`src/rtl/timer_pkg.sv`:
```
// Shared encodings for the timer array: channel FSM states, CTRL fields and word offsets.
package timer_pkg;

   localparam int unsigned WORD_W = 32;
   localparam int unsigned CTRL_W = 4;
   localparam int unsigned MODE_W = 2;

   typedef enum logic [1:0] {
      IDLE = 2'd0,
      LOAD = 2'd1,
      CNT  = 2'd2,
      INT  = 2'd3
   } state_e;

   localparam logic [MODE_W-1:0] MODE_ONESHOT = 2'd0;
   localparam logic [MODE_W-1:0] MODE_RELOAD  = 2'd1;

   localparam logic [1:0] OFF_CTRL   = 2'd0;
   localparam logic [1:0] OFF_PRESET = 2'd1;
   localparam logic [1:0] OFF_COUNT  = 2'd2;
   localparam logic [1:0] OFF_STATUS = 2'd3;

   localparam int unsigned CTRL_EN      = 0;
   localparam int unsigned CTRL_MODE_LO = 1;
   localparam int unsigned CTRL_MODE_HI = 2;
   localparam int unsigned CTRL_IM      = 3;

endpackage

```
`src/rtl/timer_channel.sv`:
```
// One down-counting timer channel: CTRL/PRESET/COUNT/pending registers, FSM and registered irq.
module timer_channel
   import timer_pkg::*;
#(
   parameter int unsigned CNT_W = 32
) (
   input  logic                clk,
   input  logic                reset,
   input  logic                wr_en,
   input  logic [1:0]          wr_word,
   input  logic [WORD_W-1:0]   wdata,
   output logic [4*WORD_W-1:0] rd_words,
   output logic                irq
);

   state_e             state_q, state_n;
   logic [CTRL_W-1:0]  ctrl_q, ctrl_n;
   logic [CNT_W-1:0]   preset_q, preset_n;
   logic [CNT_W-1:0]   count_q, count_n;
   logic               pending_q, pending_n;
   logic               irq_n;
   logic               ctrl_wr, preset_wr, en_eff;

   assign ctrl_wr   = wr_en && (wr_word == OFF_CTRL);
   assign preset_wr = wr_en && (wr_word == OFF_PRESET);
   // A CTRL write takes effect on the FSM in the same edge it lands.
   assign en_eff    = ctrl_wr ? wdata[CTRL_EN] : ctrl_q[CTRL_EN];

   always_ff @(posedge clk or negedge reset) begin
      if (!reset) begin
         state_q   <= IDLE;
         ctrl_q    <= '0;
         preset_q  <= '0;
         count_q   <= '0;
         pending_q <= 1'b0;
         irq       <= 1'b0;
      end else begin
         state_q   <= state_n;
         ctrl_q    <= ctrl_n;
         preset_q  <= preset_n;
         count_q   <= count_n;
         pending_q <= pending_n;
         irq       <= irq_n;
      end
   end

   always_comb begin
      state_n   = state_q;
      ctrl_n    = ctrl_q;
      preset_n  = preset_q;
      count_n   = count_q;
      pending_n = pending_q;
      irq_n     = pending_q & ctrl_q[CTRL_IM];

      if (ctrl_wr) begin
         ctrl_n    = wdata[CTRL_W-1:0];
         pending_n = 1'b0;
      end
      if (preset_wr) begin
         preset_n = wdata[CNT_W-1:0];
      end

      case (state_q)
         IDLE: begin
            if (en_eff) state_n = LOAD;
         end
         LOAD: begin
            count_n = preset_q;
            state_n = CNT;
         end
         CNT: begin
            if (!en_eff) begin
               state_n = IDLE;
            end else if (count_q <= CNT_W'(1)) begin
               count_n = '0;
               state_n = INT;
            end else begin
               count_n = count_q - CNT_W'(1);
            end
         end
         INT: begin
            // Set beats a same-edge CTRL clear; a written EN beats the hardware clear.
            pending_n = 1'b1;
            if (ctrl_q[CTRL_MODE_HI:CTRL_MODE_LO] == MODE_RELOAD) begin
               state_n = LOAD;
            end else begin
               state_n = IDLE;
               if (!ctrl_wr) ctrl_n[CTRL_EN] = 1'b0;
            end
         end
         default: state_n = IDLE;
      endcase
   end

   always_comb begin
      rd_words = '0;
      rd_words[{OFF_CTRL,   5'd0} +: WORD_W] = WORD_W'(ctrl_q);
      rd_words[{OFF_PRESET, 5'd0} +: WORD_W] = WORD_W'(preset_q);
      rd_words[{OFF_COUNT,  5'd0} +: WORD_W] = WORD_W'(count_q);
      rd_words[{OFF_STATUS, 5'd0} +: WORD_W] = WORD_W'({state_q != IDLE, pending_q});
   end

endmodule

```
`src/rtl/timer_array.sv`:
```
// NUM_CH timer channels behind one processor-bus slave: address decode, write fan-out, read mux, irq_any.
module timer_array
   import timer_pkg::*;
#(
   parameter int unsigned NUM_CH    = 2,
   parameter logic [31:0] BASE_ADDR = 32'h0000_7f00,
   parameter int unsigned CNT_W     = 32
) (
   input  logic              clk,
   input  logic              reset,
   input  logic [31:0]       addr,
   input  logic              we,
   input  logic [31:0]       wdata,
   output logic [31:0]       rdata,
   output logic              hit,
   output logic [NUM_CH-1:0] irq,
   output logic              irq_any
);

   localparam int unsigned SPAN = 16 * NUM_CH;

   logic [31:0]         off;
   logic [27:0]         ch_field;
   logic [1:0]          sel_word;
   logic                unused_off;
   logic [4*WORD_W-1:0] ch_rd [NUM_CH];

   assign off        = addr - BASE_ADDR;
   assign ch_field   = off[31:4];
   assign sel_word   = off[3:2];
   assign unused_off = ^off[1:0];

   // Widened compare so the window end never wraps.
   assign hit = ({1'b0, addr} >= {1'b0, BASE_ADDR}) &&
                ({1'b0, addr} <  ({1'b0, BASE_ADDR} + 33'(SPAN)));

   for (genvar g = 0; g < NUM_CH; g++) begin : g_ch
      timer_channel #(.CNT_W(CNT_W)) u_ch (
         .clk      (clk),
         .reset    (reset),
         .wr_en    (we && hit && (ch_field == 28'(g))),
         .wr_word  (sel_word),
         .wdata    (wdata),
         .rd_words (ch_rd[g]),
         .irq      (irq[g])
      );
   end

   always_comb begin
      rdata = '0;
      for (int i = 0; i < NUM_CH; i++) begin
         if (hit && (ch_field == 28'(i))) rdata = ch_rd[i][{sel_word, 5'd0} +: WORD_W];
      end
   end

   assign irq_any = |irq;

endmodule

```
`config.mk`:
```
export PLATFORM = sky130hd
export DESIGN_NAME = timer_array
export DESIGN_NICKNAME = d
export VERILOG_FILES = /design/src/rtl/timer_pkg.sv /design/src/rtl/timer_channel.sv /design/src/rtl/timer_array.sv
export SDC_FILE = /design/constraint.sdc
export NUM_CORES = 1
export LEC_CHECK = 0
export CORE_MARGIN = 2
export CORE_UTILIZATION = 41
export DETAILED_ROUTE_END_ITERATION = 10
export SYNTH_ARGS = -nofsm -noshare
export SYNTH_HDL_FRONTEND = slang
export SYNTH_HIERARCHICAL = 1
export SYNTH_SLANG_ARGS = --single-unit
```
`constraint.sdc`:
```
create_clock -name clk -period 2.46 [get_ports clk]
set_input_delay 0.246 -clock clk [delete_from_list [all_inputs] [get_ports clk]]
set_output_delay 0.246 -clock clk [all_outputs]
set_load 0.02 [all_outputs]
```
Word level (Yosys, flattened, before mapping)
Cells that the tools add are included.
{"block": "totals", "reg_bits": 144, "in_bits": 67, "out_inout_bits": 36, "word_cells": 98}
{"block": "classes", "n_addsub": 3, "order_cmp": 4, "n_eq_ne": 16, "shifts": 2, "n_mux": 32, "n_bitwise": 2, "n_reduce_logical": 25}
{"operator": "$shiftx A128 B8 Y32", "count": 2}
{"operator": "$mux W32", "count": 6}
{"operator": "$pmux W32 S2", "count": 2}
{"operator": "$le A32 B1 Y1 const B", "count": 2}
{"operator": "$sub A32 B1 Y32 const B", "count": 2}
{"operator": "$ge A32 B15 Y1 const B", "count": 1}
{"operator": "$lt A32 B15 Y1 const B", "count": 1}
{"operator": "$sub A32 B15 Y32 const B", "count": 1}
{"operator": "$eq A28 B1 Y1 const B", "count": 1}
{"operator": "$logic_not A28 Y1", "count": 1}
{"operator": "$mux W1", "count": 16}
{"operator": "$pmux W2 S4", "count": 2}
{"operator": "$mux W2", "count": 6}
{"operator": "$reduce_bool A2 Y1", "count": 6}
{"operator": "$eq A2 B1 Y1 const B", "count": 5}
{"operator": "$logic_and A1 B1 Y1", "count": 10}
{"operator": "$eq A2 B2 Y1 const B", "count": 4}
{"operator": "$ne A2 B1 Y1 const B", "count": 4}
{"operator": "$reduce_and A2 Y1", "count": 4}
{"operator": "$logic_not A2 Y1", "count": 3}
{"operator": "$ne A3 B3 Y1 const B", "count": 2}
{"operator": "$and A1 B1 Y1", "count": 2}
{"operator": "$reduce_or A2 Y1", "count": 1}

Depth between registers and ports, before layout
Gate-level depths: netlist (run 1).
{"block": "depth", "depth_word": 9, "mapped_depth": 13}

By module
Netlist (run 1), hierarchy kept.
{"mod": "timer_channel at g_ch[0].u_ch", "n_inst": 1, "cells_each": 433, "area_per_inst_um2": 4389.2}
{"mod": "timer_channel at g_ch[1].u_ch", "n_inst": 1, "cells_each": 410, "area_per_inst_um2": 4146.5}
{"mod": "timer_array", "n_inst": 1, "cells_each": 167, "area_per_inst_um2": 2250.9}

Worst setup path before layout (run 1)
No wires, ideal clock.
{"block": "synth_timing", "kind": "input port to flip-flop", "start": "input addr[19]", "end": "register g_ch[0].u_ch.count_q[18]", "arrival_time_ns": 2.823, "t_required_ns": 2.334, "slack_ns": -0.489, "stages": 11, "n_path_buf": 2, "cell_sequence": "nor4_1 -> nand4_2 -> nor4_1 -> nor3b_2 -> mux2_2 -> and2_1 -> buf_2 -> inv_2 -> buf_2 -> o31ai_1 -> a221o_1"}
{"block": "synth_via", "elab_chain_len": 8, "word_cells_on_any_way": 11, "classes_between": "add/sub: 1; order compare: 2; eq/ne: 1; mux: 1; reduce/logical: 6"}
{"element": "start: declaration", "line": "timer_array.sv:11", "rtl": "input logic [31:0] addr,"}
{"element": "branches (longest 3 deep; another with $sub A32 B15 Y32)"}
{"element": "$logic_and A1 B1 Y1 (*)", "line": "timer_array.sv:41", "rtl": ".wr_en (we && hit && (ch_field == 28'(g))),"}
{"element": "$logic_and A1 B1 Y1 (*)", "line": "timer_channel.sv:24", "rtl": "assign ctrl_wr = wr_en && (wr_word == OFF_CTRL);"}
{"element": "$mux W1 (*)", "line": "timer_channel.sv:27", "rtl": "assign en_eff = ctrl_wr ? wdata[CTRL_EN] : ctrl_q[CTRL_EN];"}
{"element": "$ne A2 B1 Y1 (no source line) (*)"}
{"element": "$reduce_and A2 Y1 (no source line) (*)"}
{"element": "end signal: assignment", "line": "timer_channel.sv:41", "rtl": "count_q <= count_n;"}
{"element": "end: declaration", "line": "timer_channel.sv:19", "rtl": "logic [CNT_W-1:0] count_q, count_n;"}
Mark *: on every way between the ends.
A chain may end at the register's enable or synchronous reset.

Final worst setup path (run 1)
{"block": "layout_timing", "start": "input addr[30]", "end": "register g_ch[0].u_ch.count_q[28]"}
Same word-level chain as after synthesis.

==> impl_metrics.env, run 1 <==
export IMPL_yosysTopAreaCellShare_pct=33.4
export IMPL_multi_input_comb_area_um2=6500
export IMPL_rsz0062_at_grt="true"
export IMPL_postRouteAntennaNets=0
export IMPL_critical_path_class="in2reg"
export IMPL_peakVddDrop_mv=0.427
export IMPL_setup_total_negative_slack_ns=0
export IMPL_detailed_place_hpwl_um=23500
export IMPL_layout_core_utilization_pct=52.1
export IMPL_synth_avg_cell_area_um2=10.7
export IMPL_initial_antenna_violation_count=0
export IMPL_whs_ns=0.304
export IMPL_slew_worst_pin_ns=0.742
export IMPL_drc_errors=0
export IMPL_yosysTopAreaCell="dfrtp_1"
export IMPL_synthTopCellsByArea="dfrtp_1, mux4_2, buf_4"
export IMPL_grt_usage_pct=23.9
export IMPL_cts_buffers_inserted=17
export IMPL_buffer_ports_inserted=100
export IMPL_core_area_um2=25900
export IMPL_crit_path_max_fanout=13
export IMPL_post_dp_cell_area_um2=12300
export IMPL_run_status="finished, final reports clean"
export IMPL_grt_pass1_wl_um=51800
export IMPL_areaGrowthSynthToFinish_pct=25.1
export IMPL_grt_remaining_overflow=0
export IMPL_tritoncts_clock_tree="yes"
export IMPL_slew_headroom_pct=50.5
export IMPL_portion_of_the_clock_cycle_consumed_by_the_worst_path_in_the_final_layout_pct=98.3
export IMPL_floorplan_io_pins=103
export IMPL_met3_wirelength_um=1900
export IMPL_p_leak_uw=0.00580
export IMPL_cp_data_required_time_ns=2.77
export IMPL_wl_met1_um=14300
export IMPL_synth_enable_flop_cells=0
export IMPL_max_cap_viols=0
export IMPL_hold_viol=0
export IMPL_power_uw=5840
export IMPL_ctsLongestPathBuffers=2
export IMPL_synthTopCellsByCount="dfrtp_1, buf_4, mux2_2, mux4_2, nor3_1"
export IMPL_hold_class="in2async"
export IMPL_clkSinkCount=144
export IMPL_final_max_slew_violation_count=0
export IMPL_grt_max_degree=55
export IMPL_globalplace_congestion=0.919
export IMPL_synth_cell_area_um2=10800
export IMPL_top_signal_layer_used="met4"
export IMPL_clk_slew_on_worst_s_h_paths_ns=0.06
export IMPL_fp_dieArea_um2=27600
export IMPL_worst_clock_skew_ns=0.00885
export IMPL_synth_async_reset_ratio_pct=100
export IMPL_layout_drive_gt1_share_pct=31.2
export IMPL_number_of_global_route_vias_before_repair=9052
export IMPL_antenna_diode_count=0
export IMPL_vias=8930
export IMPL_yosys_cell_count_top_type="dfrtp_1"
export IMPL_max_freq_ghz=0.413
export IMPL_synth_ff_latch_count=144
export IMPL_pwr_density_cell_nw_per_um2=432
export IMPL_timing_critical_path_from_type="input pin"
export IMPL_drt_vias_per_instance=5.85
export IMPL_die_y_extent_um=166
export IMPL_wl_met2_um=16600
export IMPL_synthDistinctLibCells=74
export IMPL_drt_iter0_markers=718
export IMPL_nets=1251
export IMPL_finalSetupViolations=0
export IMPL_netlist_instances=1010
export IMPL_num_rows=59
export IMPL_avgRoutedWirePerCell_um=22.0
export IMPL_clock_insertion_delay_worst_skew_ns=0.43
export IMPL_routed_wl_um=33500
export IMPL_htreeDepth=4
export IMPL_initial_utilization_pct=41.6
export IMPL_finish_instance_area_um2=13500
export IMPL_register_area_um2=3600
export IMPL_drt_first_pass_iters=5
export IMPL_worstSetupEndpointType="flip-flop"
export IMPL_ys_seq_area_share_pct=33.4
export IMPL_critPathArrivalTime_ns=2.73
export IMPL_floorplan_die_width_um=166
export IMPL_fin_crit_ns=2.42
export IMPL_postSynth_topFlopCell="dfrtp_1"
export IMPL_ctsRootBufferMaster="clkbuf_16"
export IMPL_synthesis_yosys_warnings=6
export IMPL_fillerInstances=2334
## worst paths after layout
path                                            from                         to  slack (ns)  cells after the start
min in group clk                           wdata[19]  g_ch[0].u_ch/preset_q[19]        0.45                      2
max reg2reg                 g_ch[1].u_ch/count_q[10]   g_ch[1].u_ch/count_q[20]        0.07                      9
min                                            reset   g_ch[1].u_ch/preset_q[4]        0.30                      2
min reg2reg                g_ch[1].u_ch/preset_q[30]   g_ch[1].u_ch/count_q[30]        0.51                      2
max in group asynchronous                      reset  g_ch[0].u_ch/preset_q[21]        1.49                      3
max                                         addr[30]   g_ch[0].u_ch/count_q[28]        0.04                     12
## report_power, final
group          total (µW)  leakage [µW]  switching (µW)  internal, µW
registers            2370       0.00183        0.000676          2370
logic                 491       0.00366             230           261
clock network        2980      0.000311            1060          1910
total                5830       0.00580            1290          4540
## per-stage QoR
step	worst slack [ns]	instances
global placement	-0.560	1471
CTS	0.000109	1516
global route	-0.0363	1526
floorplan	-0.206	1124
finish	0.0407	1526
detailed placement	-0.634	1471
## state kept, by name, indices dropped and copies added, names as in the netlist
register             cells
g_ch.u_ch/count_q       64
g_ch.u_ch/state_q        4
g_ch.u_ch/ctrl_q         8
g_ch.u_ch/preset_q      64
g_ch.u_ch/irq            2
g_ch.u_ch/pending_q      2
## worst max-delay path, cell delays in order
cell and delay [ns]:
dlygate4sd2_1 0.24, nor4_2 0.36, nand3_4 0.13, buf_6 0.14
nor4_4 0.23, nor3b_4 0.26, mux2_4 0.33, and2_4 0.23
buf_12 0.15, inv_8 0.09, o31ai_1 0.08, a22o_1 0.22
## placed cells by master (no fill, tap or decap), types with 11 or more instances in the layout
| cell | count |
|---|---|
| dfrtp_1 | 144 |
| conb_1 | 116 |
| buf_4 | 107 |
| mux2_2 | 70 |
| mux4_2 | 64 |
| nand2_1 | 59 |
| nor3_1 | 58 |
| dlygate4sd2_1 | 50 |
| clkdlybuf4s50_1 | 40 |
| mux2i_1 | 31 |
| o31ai_1 | 30 |
| o21ai_0 | 28 |
| nor2_1 | 25 |
| a22o_1 | 24 |
| clkbuf_16 | 19 |
| nor4_1 | 18 |
| inv_1 | 17 |
| or3_1 | 13 |
| nor4_2 | 12 |
| or4_1 | 12 |
| a221o_1 | 12 |
| buf_12 | 11 |
## area by class of cell
type,instances,share of cell area [%]
Timing Repair Buffer,232,16.3
Clock buffer,19,3.28
Sequential cell,144,26.7
Tap cell,335,3.11
Multi-Input combinational cell,765,48.2
Inverter,19,0.714
Clock inverter,11,1.58
Timing Repair inverter,1,0.0835
## layer usage
metal  global-route usage (%)  vias up
li1                         -     4009
met1                     32.0     4549
met2                     40.6      326
met3                     2.91       46
met4                     7.41        0
met5                        0        -
## cells by family (layout without fill, tap and decap cells)
kind of cell               count (synthesis)  after routing  synth area share, %
buffers and inverters                    215            282                 13.3
AOI/OAI and AO/OA                        185            185                 13.1
and+or+nand+nor                          292            292                 15.8
adders and majority gates                  4              4                0.464
DFF                                      144            144                 33.4
muxes                                    168            168                 23.8
other                                      2            116               0.0696
## what timing repair did
item | 4_1_cts | 5_1_grt
hold buffers | 1 | 0
endpoints found under the setup margin | 86 | 92
resized for setup | 70 | 42
buffers inserted | 10 | 8
hold endpoints to repair | 40 | 0
pin swaps | 11 | 14
gates cloned | 4 | 2
Power figures use the tool's default switching activity.
==> inputs of run 2 (changes only) <==
- DONT_BUFFER_PORTS: unset -> 1
==> impl_metrics.env, run 2 (synthesized netlist as in run 1, its figures left out) <==
export IMPL_fp_dieArea_um2=27600
export IMPL_layout_drive_gt1_share_pct=30.3
export IMPL_worst_clock_skew_ns=0.00894
export IMPL_initial_utilization_pct=41.6
export IMPL_critPathArrivalTime_ns=2.71
export IMPL_floorplan_io_pins=103
export IMPL_power_share_switching_pct=21.2
export IMPL_slew_headroom_pct=58.2
export IMPL_finalSetupViolations=0
export IMPL_setup_total_negative_slack_ns=0
export IMPL_grt_usage_pct=22.9
export IMPL_pwr_density_cell_nw_per_um2=435
export IMPL_fin_crit_ns=2.39
export IMPL_crit_path_max_fanout=7
export IMPL_num_rows=59
export IMPL_vias=8604
export IMPL_drc_errors=0
export IMPL_initial_antenna_violation_count=0
export IMPL_mostFrequentLayoutCells="dfrtp_1, buf_4, conb_1"
export IMPL_peakVddDrop_mv=0.267
export IMPL_failing_checks="negative hold slack"
export IMPL_net_switching_power_uw=1140
export IMPL_whs_ns=-0.483
export IMPL_finalWorstSetupSlack_ns=0.0656
export IMPL_grt_remaining_overflow=0
export IMPL_sequentialPowerShare_pct=44.1
export IMPL_cpPeakStageDelay_ns=0.55
export IMPL_grt_pass1_wl_um=49700
export IMPL_max_cap_viols=0
export IMPL_p_clk_share_pct=50.8
export IMPL_portion_of_the_clock_cycle_consumed_by_the_worst_path_in_the_final_layout_pct=97.3
export IMPL_power_frac_comb_pct=5.1
export IMPL_final_max_slew_violation_count=0
export IMPL_avgRoutedWirePerCell_um=21.7
export IMPL_tritoncts_clock_tree="yes"
export IMPL_cp_data_required_time_ns=2.78
export IMPL_hold_viol=144
export IMPL_preCtsSetupSlack_ns=-0.129
export IMPL_rsz0062_at_grt="false"
export IMPL_areaGrowthSynthToFinish_pct=14.4
export IMPL_core_area_um2=25900
export IMPL_cellInternalPower_uw=4230
export IMPL_clkSinkCount=144
export IMPL_worstSetupEndpointType="flip-flop"
export IMPL_routed_wl_um=31500
export IMPL_hold_class="in2async"
export IMPL_postRouteAntennaNets=0
export IMPL_final_common_cell="dfrtp_1"
export IMPL_p_leak_uw=0.00517
export IMPL_buffer_ports_inserted=0
export IMPL_number_of_global_route_vias_before_repair=8598
export IMPL_path_cells="or4_4 > or3_4 > o31a_1 > buf_4 > a32o_1 > a22o_1"
export IMPL_drt_first_pass_iters=7
export IMPL_timing_critical_path_from_type="flip-flop"
export IMPL_clock_insertion_delay_worst_skew_ns=0.43
export IMPL_fillerInstances=2356
export IMPL_clk_slew_on_worst_s_h_paths_ns=0.06
export IMPL_drt_vias_per_instance=5.93
export IMPL_slew_worst_pin_ns=0.621
export IMPL_htreeDepth=4
export IMPL_grt_max_degree=145
export IMPL_antenna_diode_count=0
export IMPL_max_freq_ghz=0.418
export IMPL_floorplan_die_width_um=166
export IMPL_drt_iter0_markers=636
export IMPL_die_y_extent_um=166
export IMPL_detailed_place_hpwl_um=21700
export IMPL_critical_path_slowest_cell="or4_4"
export IMPL_run_status="finished with violations"
export IMPL_cts_buffers_inserted=17
export IMPL_ctsLongestPathBuffers=2
export IMPL_ctsRootBufferMaster="clkbuf_16"
export IMPL_reg_largest_list="g_ch.u_ch/count_q x64, g_ch.u_ch/preset_q x64, g_ch.u_ch/ctrl_q x8"
export IMPL_critical_path_class="reg2reg"
export IMPL_holdBufCountCts=32
export IMPL_nets=1176
export IMPL_globalplace_congestion=0.845
run 2: cell types whose count changed in the layout (fill, tap and decap cells not counted), moves of 6 or more:
cell / change
buf_6: -10
dlymetal6s2s_1: -6
nor4_1: +10
dlygate4sd3_1: +31
dlygate4sd2_1: -50
nor4_2: -7
buf_4: +15
buf_12: -8
clkdlybuf4s50_1: -40
run 2: metrics by stage:
step	cells	total power [µW]	instance area, µm²	util (%)
after floorplan	1124	2810	11400	-
after global routing	1452	5520	12300	47.6
after global placement	1386	2630	11400	43.8
final	1452	5360	12300	47.6
after CTS	1449	5400	12300	47.4
after detailed placement	1386	2630	11400	43.8
run 2: worst paths after layout:
check                                               start                  endpoint  slack [ns]  cells after the start
worst max register to register   g_ch[1].u_ch/count_q[27]  g_ch[1].u_ch/count_q[16]        0.07                      6
min in group clk                                  addr[2]    g_ch[1].u_ch/ctrl_q[2]        0.18                      4
max in group asynchronous                           reset  g_ch[0].u_ch/count_q[24]        2.65                      0
worst min register to register  g_ch[1].u_ch/preset_q[30]  g_ch[1].u_ch/count_q[30]        0.51                      2
worst max-delay path             g_ch[1].u_ch/count_q[27]  g_ch[1].u_ch/count_q[16]        0.07                      6
worst min-delay path                                reset  g_ch[0].u_ch/preset_q[6]       -0.48                      0
run 2: final cells by class:
class / instances / area (µm²) / share of cell area (%)
clock buffer: 22 / 474 / 3.84
clock inverter: 9 / 133 / 1.07
inverter: 19 / 76.3 / 0.619
multi-input combinational: 765 / 6310 / 51.1
sequential: 144 / 3600 / 29.2
tap: 335 / 419 / 3.40
timing repair buffer: 158 / 1320 / 10.7
run 2: layer usage:
| layer | track usage (%) | routed length (µm) | vias to the layer above |
|---|---|---|---|
| met3 | 3.15 | 1390 | 55 |
| li1 | - | - | 3879 |
| met2 | 38.4 | 15600 | 264 |
| met1 | 30.7 | 13600 | 4406 |
| met4 | 7.49 | 905 | 0 |
| met5 | 0 | 0 | - |
run 2: worst max-delay path, delay by kind of cell, from the launching register on:
| kind | cells | cell delay (ns) |
|---|---|---|
| AO/OA/AOI/OAI | 3 | 0.79 |
| AND/OR/NAND/NOR | 2 | 0.92 |
| buffers and inverters | 1 | 0.18 |
| flip-flops | 1 | 0.39 |
run 2: power by group through the flow:
stage | clock network [µW] | logic [µW] | registers (µW)
after detailed placement | 0 | 216 | 2410
after CTS | 2760 | 269 | 2370
final | 2720 | 272 | 2370
after global placement | 0 | 214 | 2410
after global routing | 2860 | 296 | 2370
after floorplan | 0 | 401 | 2410
run 2: repair_timing:
action | 4_1_cts | 5_1_grt
setup endpoints to repair | 0 | 21
endpoints found under the hold margin | 216 | 144
setup buffers | 0 | 2
resized for setup | 0 | 4
==> inputs of run 3 (changes only) <==
- RECOVER_POWER: unset -> 50
==> impl_metrics.env, run 3 (synthesized netlist as in run 1, its figures left out) <==
export IMPL_drt_vias_per_instance=5.92
export IMPL_htreeDepth=4
export IMPL_mostFrequentLayoutCells="dfrtp_1, buf_4, conb_1"
export IMPL_failing_checks="negative hold slack"
export IMPL_numPlacedInstances=1386
export IMPL_net_switching_power_uw=1140
export IMPL_final_common_cell="dfrtp_1"
export IMPL_floorplan_die_width_um=166
export IMPL_detailed_place_hpwl_um=21700
export IMPL_avgRoutedWirePerCell_um=21.7
export IMPL_postRouteAntennaNets=0
export IMPL_fp_dieArea_um2=27600
export IMPL_antenna_diode_count=0
export IMPL_nets=1176
export IMPL_run_status="finished with violations"
export IMPL_final_max_slew_violation_count=0
export IMPL_worstReg2RegEnd="g_ch[1].u_ch/count_q[16]"
export IMPL_p_leak_uw=0.00516
export IMPL_routed_wl_um=31500
export IMPL_floorplan_io_pins=103
export IMPL_critical_path_class="reg2reg"
export IMPL_cts_buffers_inserted=17
export IMPL_cellInternalPower_uw=4230
export IMPL_drt_iter0_markers=684
export IMPL_sequentialPowerShare_pct=44.1
export IMPL_pwr_density_cell_nw_per_um2=435
export IMPL_drt_first_pass_iters=6
export IMPL_areaGrowthSynthToFinish_pct=14.3
export IMPL_reg2reg_setup_slack_ns=0.07
export IMPL_timing_critical_path_from_type="flip-flop"
export IMPL_hold_viol=144
export IMPL_cp_data_required_time_ns=2.78
export IMPL_slew_headroom_pct=24.8
export IMPL_top_usage_layer="met2"
export IMPL_critPathArrivalTime_ns=2.71
export IMPL_globalplace_congestion=0.845
export IMPL_clock_insertion_delay_worst_skew_ns=0.43
export IMPL_power_share_switching_pct=21.2
export IMPL_power_uw=5370
export IMPL_reg2reg_from="g_ch[1].u_ch/count_q[27]"
export IMPL_slew_worst_pin_ns=1.13
export IMPL_grt_remaining_overflow=0
export IMPL_tritoncts_clock_tree="yes"
export IMPL_number_of_global_route_vias_before_repair=8598
export IMPL_layoutNonFillerInstCount=1452
export IMPL_holdBufCountCts=32
export IMPL_initial_utilization_pct=41.6
export IMPL_hold_class="in2async"
export IMPL_finish_instance_area_um2=12300
export IMPL_grt_max_degree=145
export IMPL_ctsRootBufferMaster="clkbuf_16"
export IMPL_clkSinkCount=144
export IMPL_timing_reg2reg_worst_path_depth=6
export IMPL_die_y_extent_um=166
export IMPL_max_freq_ghz=0.418
export IMPL_buffer_ports_inserted=0
export IMPL_worstSetupEndpointType="flip-flop"
export IMPL_finalSetupViolations=0
export IMPL_rsz0062_at_grt="false"
export IMPL_p_clk_share_pct=50.8
export IMPL_drc_errors=0
export IMPL_crit_path_max_fanout=7
export IMPL_fin_crit_ns=2.39
export IMPL_max_cap_viols=0
export IMPL_core_area_um2=25900
export IMPL_vias=8593
export IMPL_portion_of_the_clock_cycle_consumed_by_the_worst_path_in_the_final_layout_pct=97.1
export IMPL_clk_slew_on_worst_s_h_paths_ns=0.06
export IMPL_peakVddDrop_mv=0.267
export IMPL_initial_antenna_violation_count=0
export IMPL_reg_largest_list="g_ch.u_ch/count_q x64, g_ch.u_ch/preset_q x64, g_ch.u_ch/ctrl_q x8"
export IMPL_grt_usage_pct=22.9
export IMPL_power_frac_comb_pct=5.1
export IMPL_layout_drive_gt1_share_pct=30.3
export IMPL_ctsLongestPathBuffers=2
export IMPL_post_dp_cell_area_um2=11400
export IMPL_grt_pass1_wl_um=49700
export IMPL_grt_met1_usage_pct=30.7
export IMPL_worst_clock_skew_ns=0.00919
export IMPL_grt_use_met3_pct=3.15
export IMPL_whs_ns=-0.483
export IMPL_globalRouteMet2Util_pct=38.4
export IMPL_num_rows=59
[run 3: changes by cell type in the layout (fill, tap and decap cells not counted), sizes merged]
cell | previous run | this run
buf | 125 | 124
clkbuf | 23 | 24
[run 3: per-layer routing]
layer | vias to the layer above | part of all wire [%]
met5 | - | 0
met2 | 278 | 50
met4 | 0 | 2.7
met3 | 52 | 4.9
met1 | 4394 | 43
li1 | 3869 | -
[run 3: layout make-up]
class | count | area, µm²
clock buffers | 22 | 474
clock inverters | 9 | 133
fillers | 2357 | 13600
inverters | 19 | 76.3
multi-input cells | 765 | 6300
flip-flops and latches | 144 | 3600
well taps | 335 | 419
repair buffers | 158 | 1320
[run 3: stage by stage]
step                TNS (ns)  setup WS [ns]  utilization [%]
detailed placement     -2.34         -0.129             43.8
finish                     0         0.0703             47.6
floorplan              -4.27         -0.206                -
global route               0       0.000542             47.6
CTS                        0         0.0112             47.4
global placement       -1.09        -0.0873             43.8
[run 3: how the worst max path moves through the flow]
stage / cells past startpoint / endpoint / slack [ns] / from
global placement: 9 / g_ch[0].u_ch/count_q[30] / -0.09 / addr[5]
finish: 6 / g_ch[1].u_ch/count_q[16] / 0.07 / g_ch[1].u_ch/count_q[27]
floorplan: 11 / g_ch[0].u_ch/count_q[18] / -0.21 / addr[5]
detailed placement: 9 / g_ch[0].u_ch/count_q[30] / -0.13 / addr[5]
CTS: 6 / g_ch[1].u_ch/count_q[16] / 0.01 / g_ch[1].u_ch/count_q[27]
global route: 6 / g_ch[0].u_ch/count_q[18] / 0.0005 / g_ch[0].u_ch/count_q[4]
[run 3: timing repair]
item / 4_1_cts / 5_1_grt
endpoints found under the hold margin: 216 / 144
setup endpoints to repair: 0 / 21
resized for setup: 0 / 4
setup buffers: 0 / 2
[run 3: worst max-delay path: stages (launching register included)]
cell,delay [ns]
dfrtp_1,0.39
or4_4,0.55
or3_4,0.37
o31a_1,0.31
buf_4,0.18
a32o_1,0.25
a22o_1,0.23
[run 3: power by group through the flow]
stage | Combinational [µW] | Sequential [µW] | Clock [µW]
after global routing | 296 | 2370 | 2860
final | 272 | 2370 | 2730
after CTS | 269 | 2370 | 2760
after detailed placement | 216 | 2410 | 0
after global placement | 214 | 2410 | 0
after floorplan | 401 | 2410 | 0
